**src/rtl/tx_dac_pkg.sv**
```systemverilog
// Shared types and constants for the TX DAC emulation slice.
// Reused by the ADC-side models that share the sign/magnitude symbol format.
package tx_dac_pkg;

  typedef enum logic [1:0] {OFF, ARMED, RUN} tx_state_t;

  localparam int DEF_NADC = 8;
  localparam int DEF_DT_W = 18;

  // Largest positive timestep; asking for it lets the emulator run freely.
  localparam logic [DEF_DT_W-1:0] DT_MAX = {1'b0, {(DEF_DT_W-1){1'b1}}};

  typedef logic signed [DEF_NADC:0] sym_code_t;

endpackage

```
**src/rtl/emu_edge_det.sv**
```systemverilog
// Level-sampled edge detector for emulated clocks.
// It registers the previous level on emu_clk and flags rising and falling edges.
module emu_edge_det (
  input  logic emu_clk,
  input  logic rstb,
  input  logic sig,
  output logic pos_edge,
  output logic neg_edge
);

  logic sig_prev;

  // The previous level resets low, so a high input after reset does not fake a falling edge.
  always_ff @(posedge emu_clk or negedge rstb) begin
    if (!rstb) sig_prev <= 1'b0;
    else       sig_prev <= sig;
  end

  assign pos_edge = sig & ~sig_prev;
  assign neg_edge = ~sig & sig_prev;

endmodule

```
**src/rtl/tx_dac_pr.sv**
```systemverilog
// TX DAC emulation slice: paced sign/magnitude symbols -> signed PWL level.
// Define TX_DAC_SLEW_EN to get a slew-limited vout that requests small timesteps while ramping.
module tx_dac_pr
  import tx_dac_pkg::*;
#(
  parameter int Ndiv       = 2,
  parameter int Nadc       = DEF_NADC,
  parameter int PWL_W      = 18,
  parameter int GAIN_SHIFT = 4,
  parameter int DT_W       = DEF_DT_W,
  parameter int SLEW_STEP  = 8
) (
  input  logic              emu_clk,
  input  logic              rstb,
  input  logic              clk_tx,
  input  logic              en_tx,
  input  logic              en_sync_in,
  input  logic [Ndiv-1:0]   init,
  input  logic              din_sgn,
  input  logic [Nadc-1:0]   din_mag,
  input  logic              din_valid,
  output logic              din_ready,
  output logic [PWL_W-1:0]  vout,
  output logic [DT_W-1:0]   dt_req,
  input  logic [DT_W-1:0]   emu_dt,
  output logic              underrun,
  output logic [15:0]       sym_cnt
);

  localparam logic [DT_W-1:0] DT_REQ_MAX = {1'b0, {(DT_W-1){1'b1}}};

  tx_state_t state, state_nxt;
  logic [Ndiv-1:0] count;
  logic tx_neg, unused_pos;
  logic strobe;
  logic signed [Nadc:0] code;
  logic signed [PWL_W-1:0] level, target;

  emu_edge_det u_edge (
    .emu_clk  (emu_clk),
    .rstb     (rstb),
    .sig      (clk_tx),
    .pos_edge (unused_pos),
    .neg_edge (tx_neg)
  );

  always_ff @(posedge emu_clk or negedge rstb) begin
    if (!rstb) state <= OFF;
    else       state <= state_nxt;
  end

  // Leaving RUN is only evaluated on a clk_tx falling edge, so a strobe on that edge still lands.
  always_comb begin
    state_nxt = state;
    unique case (state)
      OFF:     if (en_tx) state_nxt = ARMED;
      ARMED: begin
        if (!en_tx)                   state_nxt = OFF;
        else if (tx_neg && en_sync_in) state_nxt = RUN;
      end
      RUN:     if (tx_neg && (!en_tx || !en_sync_in)) state_nxt = OFF;
      default: state_nxt = OFF;
    endcase
  end

  always_comb begin
    strobe    = (state == RUN) && tx_neg && (&count);
    din_ready = strobe && din_valid;
  end

  always_ff @(posedge emu_clk or negedge rstb) begin
    if (!rstb)                         count <= '0;
    else if (state == OFF)             count <= init;
    else if (state == RUN && tx_neg)   count <= count + 1'b1;
  end

  // Negating the zero-extended magnitude maps the "negative zero" symbol onto 0.
  assign code  = din_sgn ? -$signed({1'b0, din_mag}) : $signed({1'b0, din_mag});
  assign level = $signed({{(PWL_W-Nadc-1){code[Nadc]}}, code}) <<< GAIN_SHIFT;

  always_ff @(posedge emu_clk or negedge rstb) begin
    if (!rstb) begin
      target   <= '0;
      sym_cnt  <= '0;
      underrun <= 1'b0;
    end else if (strobe) begin
      if (din_valid) begin
        target  <= level;
        sym_cnt <= sym_cnt + 16'd1;
      end else begin
        underrun <= 1'b1;
      end
    end
  end

`ifdef TX_DAC_SLEW_EN
  localparam logic signed [PWL_W:0] STEP = (PWL_W+1)'(SLEW_STEP);
  logic signed [PWL_W-1:0] ramp;
  logic signed [PWL_W:0] diff;

  assign diff = {target[PWL_W-1], target} - {ramp[PWL_W-1], ramp};

  // The ramp advances only on granted timesteps and snaps once within one step.
  always_ff @(posedge emu_clk or negedge rstb) begin
    if (!rstb) begin
      ramp <= '0;
    end else if (emu_dt != '0) begin
      if (diff <= STEP && diff >= -STEP) ramp <= target;
      else if (diff > 0)                 ramp <= ramp + PWL_W'(SLEW_STEP);
      else                               ramp <= ramp - PWL_W'(SLEW_STEP);
    end
  end

  assign vout   = ramp;
  assign dt_req = (diff != '0) ? DT_W'(1) : DT_REQ_MAX;
`else
  logic unused_dt;
  localparam int unused_slew = SLEW_STEP;

  assign unused_dt = ^emu_dt;
  assign vout      = target;
  assign dt_req    = DT_REQ_MAX;
`endif

endmodule
```
**config.mk**
```make
export PLATFORM = sky130hd
export DESIGN_NAME = tx_dac_pr
export DESIGN_NICKNAME = d
export VERILOG_FILES = /design/src/rtl/tx_dac_pkg.sv /design/src/rtl/emu_edge_det.sv /design/src/rtl/tx_dac_pr.sv
export SDC_FILE = /design/constraint.sdc
export NUM_CORES = 1
export LEC_CHECK = 0
export CAP_MARGIN = 20
export CORE_UTILIZATION = 40
export DETAILED_ROUTE_END_ITERATION = 6
export GPL_TIMING_DRIVEN = 0
export PLACE_DENSITY = 0.8
export SYNTH_ARGS = -nofsm -noshare
export SYNTH_HDL_FRONTEND = slang
export SYNTH_SLANG_ARGS = --single-unit
```
**constraint.sdc**
```tcl
create_clock -name emu_clk -period 1.9 [get_ports emu_clk]
set_input_delay 0.38 -clock emu_clk [delete_from_list [all_inputs] [get_ports emu_clk]]
set_output_delay 0.38 -clock emu_clk [all_outputs]
set_load 0.05 [all_outputs]
```
==> summary.md, run 1 <==
| Metric | Value |
|---|---|
| Avg Inst Size Synth | 9.88 sq um |
| DR vias/cell | roughly 4.5 |
| Layout Nets | a little under 300 |
| CP startpoint kind | flop |
| Worst hold path type | in2reg |
| Slowest-stage cell, CP | clkdlybuf4s50_1 |
| Worst EP arrival | ~1.5 ns |
| Slowest stage delay, CP | about 0.81 ns |
| Synth-to-Final Area Change | 45.2% |
| # DRC | 0 |
| Maxcap violations | 0 |
| Synth Instances | 175 |
| Htree depth | 2 |
| Commonest cells after routing, fill and taps aside | dfrtp_1 (31), buf_4 (29), clkdlybuf4s50_1 (24), conb_1 (22), nand2_1 (20) |
| Synth Register Bits | 31 |
| Max-slew violations | 0 |
| Area of the multi-input gates | approximately 770 sq um |
| Inst Count DP | approximately 290 |
| Clock Pin Slew Worst Setup and Hold Paths | approximately 0.060 ns |
| Period minus WS final | between 1.5 and 2 ns |
| Die W | 67.8 um |
| Post-Route Setup TNS | 0 ns |
| Fin cells | 303 |
| GRT Overall Usage | 0.162 |
| Vias in the first global route | 1193 |
| FF+latch area | around 780 sq um |
| Number of CTS-inserted buffers | 5 |
| Fin. Hold Viols | 0 |
| YS warnings | 0 |
| Number of inserted diodes | 0 |
| Rows | 23 |
| Outcome | finished, final reports clean |
| Pin count of the biggest net entering global routing | 20 |
| Ys async rst share | 1.00 |
| Pleak | 1.40 nW |
| GRT overflow | 0 |
| EDFF count, synth | 0 |
| Post-route ant nets | 0 |
| Layout Skew | 0.00349 ns |
| Worst EP required | about 1.5 ns |
| Vias | about 1400 |
| Die area | roughly 4600 sq um |
| Top_reg_cell synth | dfrtp_1 |
| Crit share post-route | 0.968 |
| Worst-Margin Slew | slightly below 0.7 ns |
| CP delay by family, top | buffers and inverters |
| Drt total wl | roughly 3.4 mm |
| CTS max path bufs | 2 |
| CP cell instances | clkdlybuf4s50_1 |
| Pwr/cell area | approximately 730 nW/um^2 |
| Die Span Y | 67.8 um |
| Register area share after synthesis | 0.449 |
| Synth unique cells | 39 |
| DR WL/cell | between 10 and 15 um |
| Critical path fanouts, max | 2 |
| Final setup violation count | 0 |
| Type of destination of the critical path | output pin |
| CTS sink count | 31 |
| CP bufs+invs | 1 |
| Mapped cell area | around 1700 sq um |
| Crit path kind | reg2out |
| Core area | just over 4000 sq um |
| Fraction of layout cells with a size suffix above 1 | 0.186 |
| I/O pin count | 89 |
| Starting density of the core | 0.423 |
| Clk_lat worst skew | roughly 0.28 ns |
| Unrepaired setup endpoints after global routing | no |
| Commonest non-fill, non-tap cell in the layout | dfrtp_1 |
| Drt pass-1 iters | 4 |
| First-pass GRT wire length | 5.36 mm |
| DRT iter0 DRCs | 55 |
| # fillers | 373 |
| Worst vdd ir | ~0.51 mV |
| Peak Freq | 0.544 GHz |
| Port bufs | 47 |
| Max-slew headroom | 0.539 |
| Final RePlAce weighted congestion | between 0.7 and 0.8 |
| Detailed Place HPWL | roughly 2.6 mm |
| Hold Buf Count CTS | 0 |
| CTS tree | built |
| Clk root buf | clkbuf_8 |
| Initial antenna violation count | 0 |
layer usage:
metal | up-vias | wire (um) | GRT usage | share of wire
met5 | - | 0 | 0 | 0
met4 | 0 | 56 | 0.0718 | 0.016
met3 | 7 | 189 | 0.0557 | 0.055
met2 | 41 | 1700 | 0.269 | 0.50
met1 | 634 | 1460 | 0.186 | 0.43
li1 | 694 | - | - | -
cells by family (layout without fill, tap and decap cells):
logic type / Yosys count / in the layout / synth area share
xor gates and xnor gates: 21 / 21 / 0.106
DFF: 31 / 31 / 0.449
AOI/OAI and AO/OA: 23 / 23 / 0.0803
muxes: 1 / 1 / 0.00579
buffers and inverters: 39 / 97 / 0.153
and+or+nand+nor: 55 / 55 / 0.180
other: 2 / 22 / 0.00434
adders and majority gates: 3 / 3 / 0.0217
registers in the layout, indices dropped and copies added, names as in the netlist:
name / cells
count: 2
state: 2
sym_cnt: 16
u_edge.sig_prev: 1
underrun: 1
vout: 9
synthesized netlist by cell type (all sizes together) (3+ instances only):
library cell,instances,area (sq um)
xnor2,5,43.8
xor2,16,140
nor2,3,11.3
o21ai,13,65.1
nand2,20,75.1
nand3,6,30.0
nor3,9,45.0
dfrtp,31,776
nand4,4,31.3
inv,7,26.3
nor4,3,40.0
nor2b,3,18.8
buf,30,230
ha,3,37.5
through the flow:
| stage | setup slack [ns] | hold WS [ns] | power, mW | util | instance area, sq um |
|---|---|---|---|---|---|
| final | 0.0605 | 0.324 | 1.82 | 0.614 | 2510 |
| after global routing | 0.00122 | 0.313 | 1.90 | 0.614 | 2510 |
| after CTS | -0.155 | 0.477 | 1.84 | 0.603 | 2470 |
| after detailed placement | -0.880 | 0.468 | 1.18 | 0.579 | 2360 |
| after global placement | -0.846 | 0.455 | 1.17 | 0.572 | 2340 |
| after floorplan | 0.119 | 0.0844 | 1.05 | - | 1800 |
repair_timing:
action / 4_1_cts / 5_1_grt
resized for setup: 22 / 9
hold endpoints to repair: 0 / 0
buffers inserted: 0 / 2
endpoints found under the setup margin: 15 / 10
pin swaps: 0 / 1
power breakdown:
group          internal (mW)  switching [mW]
registers              0.688          0.0231
logic                  0.157           0.291
clock network          0.424           0.239
final cells by class:
type	count	share of cell area
Sequential cell	31	0.309
Buffer	32	0.0947
Timing Repair Buffer	50	0.206
Tap cell	50	0.0249
Inverter	7	0.0105
Multi-Input combinational cell	125	0.308
Clock inverter	2	0.0140
Clock buffer	6	0.0329
worst paths after layout:
| kind | startpoint | end | slack, ns | cells past startpoint |
|---|---|---|---|---|
| max | vout[4] | vout[4] | 0.06 | 1 |
| min | clk_tx | u_edge.sig_prev | 0.32 | 1 |
| max reg2reg | state[0] | vout[4] | 0.23 | 7 |
| min reg2reg | sym_cnt[15] | sym_cnt[15] | 0.47 | 1 |
| max in group asynchronous | rstb | vout[9] | 0.85 | 2 |
| min in group asynchronous | rstb | sym_cnt[8] | 0.52 | 1 |
Note: power is estimated with default switching activity, not from simulation.
==> inputs of run 2 (changes only) <==
--- a/config.mk
+++ b/config.mk
@@ -5,11 +5,13 @@
 export SDC_FILE = /design/constraint.sdc
 export NUM_CORES = 1
 export LEC_CHECK = 0
+export ABC_CLOCK_PERIOD_IN_PS = 1900
 export CAP_MARGIN = 20
 export CORE_UTILIZATION = 40
 export DETAILED_ROUTE_END_ITERATION = 6
 export GPL_TIMING_DRIVEN = 0
 export PLACE_DENSITY = 0.8
+export SLEW_MARGIN = 20
 export SYNTH_ARGS = -nofsm -noshare
 export SYNTH_HDL_FRONTEND = slang
 export SYNTH_SLANG_ARGS = --single-unit
==> run 2 against run 1 <==
  * Power down 6.3%
  * Design area down 2.5%
  * Critical path depth up 4
  * Utilization down 1.6 points
  * Setup slack worse by 0.0084 ns
  * Non-clock buffer count down 2
  * Via count down 0.29%
  * Sequential share of layout area up 0.81 points
  * Sequential power about the same
  * Clock power down 16%
  * Die area unchanged
==> summary.md, run 2 (same netlist as run 1, synthesis figures left out) <==
| Metric | Value |
|---|---|
| DRT iter0 DRCs | 79 (was 55) |
| Die W | 67.8 um (unchanged) |
| Layout Nets | 288 (was 290) |
| Number of inserted diodes | 0 (unchanged) |
| Drt pass-1 iters | 4 (unchanged) |
| Clk root buf | clkbuf_8 (unchanged) |
| Core Util, Final | 0.599 (was 0.614) |
| Hold Buf Count CTS | 0 (unchanged) |
| Clk_lat worst skew | 0.28 ns (about the same) |
| Pwr/cell area | 698 nW/um^2 (was 726 nW/um^2) |
| Max-slew headroom | 0.543 (was 0.539) |
| CTS sink count | 31 (unchanged) |
| # DRC | 0 (unchanged) |
| Fraction of layout cells with a size suffix above 1 | 0.179 (was 0.186) |
| Worst r2r path cells | 7 (unchanged) |
| Pre-CTS setup slack | -0.861 ns (was -0.880 ns) |
| Clock Pin Slew Worst Setup and Hold Paths | 0.06 ns (about the same) |
| Pin count of the biggest net entering global routing | 32 (was 20) |
| Critical path fanouts, max | 8 (was 2) |
| GRT Overall Usage | 0.157 (was 0.162) |
| Slowest-stage cell, CP | dfrtp_1 (was clkdlybuf4s50_1) |
| Core area | 4090 sq um (unchanged) |
| Clock share of power | 0.326 (was 0.364) |
| Switching Fraction | 0.316 (was 0.303) |
| Starting density of the core | 0.423 (unchanged) |
| Commonest non-fill, non-tap cell in the layout | dfrtp_1 (unchanged) |
| Top reg by flops | sym_cnt (unchanged) |
| Vias in the first global route | 1181 (was 1193) |
| Max-slew violations | 0 (unchanged) |
| Unrepaired setup endpoints after global routing | yes (was no) |
| Final Worst Setup Slack | 0.0521 ns (was 0.0605 ns) |
| CP bufs+invs | 3 (was 1) |
| Pleak | 1.31 nW (was 1.40 nW) |
| Synth-to-Final Area Change | 41.5% (was 45.2%) |
| Worst hold slack | 0.144 ns (was 0.324 ns) |
| Inst Count DP | 292 (was 293) |
| # fillers | 380 (was 373) |
| CTS max path bufs | 2 (unchanged) |
| Final setup violation count | 0 (unchanged) |
| Crit path kind | reg2out (unchanged) |
| Number of CTS-inserted buffers | 5 (unchanged) |
| Number of flip-flops in the largest register | 16 (unchanged) |
| Comb pwr share | 0.257 (was 0.246) |
| Commonest cells after routing, fill and taps aside | dfrtp_1 (31), buf_4 (28), clkdlybuf4s50_1 (25), conb_1 (22), nand2_1 (20) (was dfrtp_1 (31), buf_4 (29), clkdlybuf4s50_1 (24), conb_1 (22), nand2_1 (20)) |
| Final RePlAce weighted congestion | 0.771 (unchanged) |
| Peak Freq | 0.541 GHz (was 0.544 GHz) |
| Worst-Margin Slew | 0.686 ns (was 0.690 ns) |
| Int Power | 1.17 mW (was 1.27 mW) |
| Die area | 4590 sq um (unchanged) |
| GRT overflow | 0 (unchanged) |
| CP delay by family, top | simple AND/OR/NAND/NOR gates (was buffers and inverters) |
| Detailed Place HPWL | 2.49 mm (was 2.61 mm) |
| Rows | 23 (unchanged) |
| CP startpoint kind | flop (unchanged) |
| Sequential share of power | 0.417 (was 0.391) |
| Slowest stage delay, CP | 0.37 ns (was 0.81 ns) |
| P_sw | 0.539 mW (was 0.553 mW) |
| Levels on crit path | 5 (was 1) |
| Die Span Y | 67.8 um (unchanged) |
| Outcome | finished, final reports clean (unchanged) |
| CTS tree | built (unchanged) |
| First-pass GRT wire length | 5.25 mm (was 5.36 mm) |
| CP cell instances | buf_6 -> nor3b_4 -> nand4_4 -> inv_4 -> buf_8 (was clkdlybuf4s50_1) |
| Vias | 1372 (was 1376) |
| Layout Skew | 0.00368 ns (was 0.00349 ns) |
| Htree depth | 2 (unchanged) |
| Drt total wl | 3.31 mm (was 3.41 mm) |
| Fin. Hold Viols | 0 (unchanged) |
| Fin cells | 301 (was 303) |
| Type of destination of the critical path | output pin (unchanged) |
| I/O pin count | 89 (unchanged) |
| Worst EP arrival | 1.47 ns (was 1.46 ns) |
| Crit share post-route | 0.973 (was 0.968) |
| Port bufs | 47 (unchanged) |
| Period minus WS final | 1.85 ns (was 1.84 ns) |
| Worst vdd ir | 0.404 mV (was 0.509 mV) |
| DR vias/cell | 4.56 (was 4.54) |
| Worst hold path type | in2async (was in2reg) |
| Initial antenna violation count | 0 (unchanged) |
| Maxcap violations | 0 (unchanged) |
| Post-route ant nets | 0 (unchanged) |
| Worst EP required | 1.52 ns (about the same) |
| DR WL/cell | 11.0 um (was 11.2 um) |
[run 2: repair_timing]
item,CTS,global route
gates resized for setup,25,6
setup endpoints to repair,16,5
pin swaps,2,1
setup buffers,1,0
hold endpoints to repair,0,0
[run 2: power groups by stage]
stage	clock, mW	combinational, mW	sequential, mW
floorplan	0	0.260	0.786
global placement	0	0.446	0.723
detailed placement	0	0.450	0.723
CTS	0.578	0.438	0.711
global route	0.607	0.469	0.715
finish	0.556	0.439	0.711
[run 2: path summary, 6_finish.rpt]
kind | to | startpoint | slack, ns
worst max-delay path | din_ready | state[0] | 0.05
worst min-delay path | count[0] | rstb | 0.14
worst max register to register | vout[4] | state[0] | 0.24
worst min register to register | sym_cnt[15] | sym_cnt[15] | 0.47
max in group asynchronous | underrun | rstb | 1.32
min in group emu_clk | u_edge.sig_prev | clk_tx | 0.44
[run 2: per-layer routing]
layer / part of all wire / GRT usage
met5: 0 / 0
met4: 0.029 / 0.0878
met3: 0.055 / 0.0456
met2: 0.48 / 0.251
met1: 0.44 / 0.188
[run 2: final cells by class]
class / count / area (sq um) / area share
inverter: 7 / 28.8 / 0.0118
sequential: 31 / 776 / 0.317
timing repair buffer: 48 / 468 / 0.191
clock buffer: 8 / 100 / 0.0409
tap: 50 / 62.6 / 0.0256
multi-input combinational: 125 / 773 / 0.316
buffer: 32 / 238 / 0.0972
[run 2: stage by stage]
stage / instance area [sq um] / setup TNS [ns] / total power [mW]
after global routing: 2450 / -0.0258 / 1.79
after detailed placement: 2330 / -3.60 / 1.17
after CTS: 2420 / 0 / 1.73
after floorplan: 1800 / 0 / 1.05
final: 2450 / 0 / 1.71
after global placement: 2340 / -6.09 / 1.17
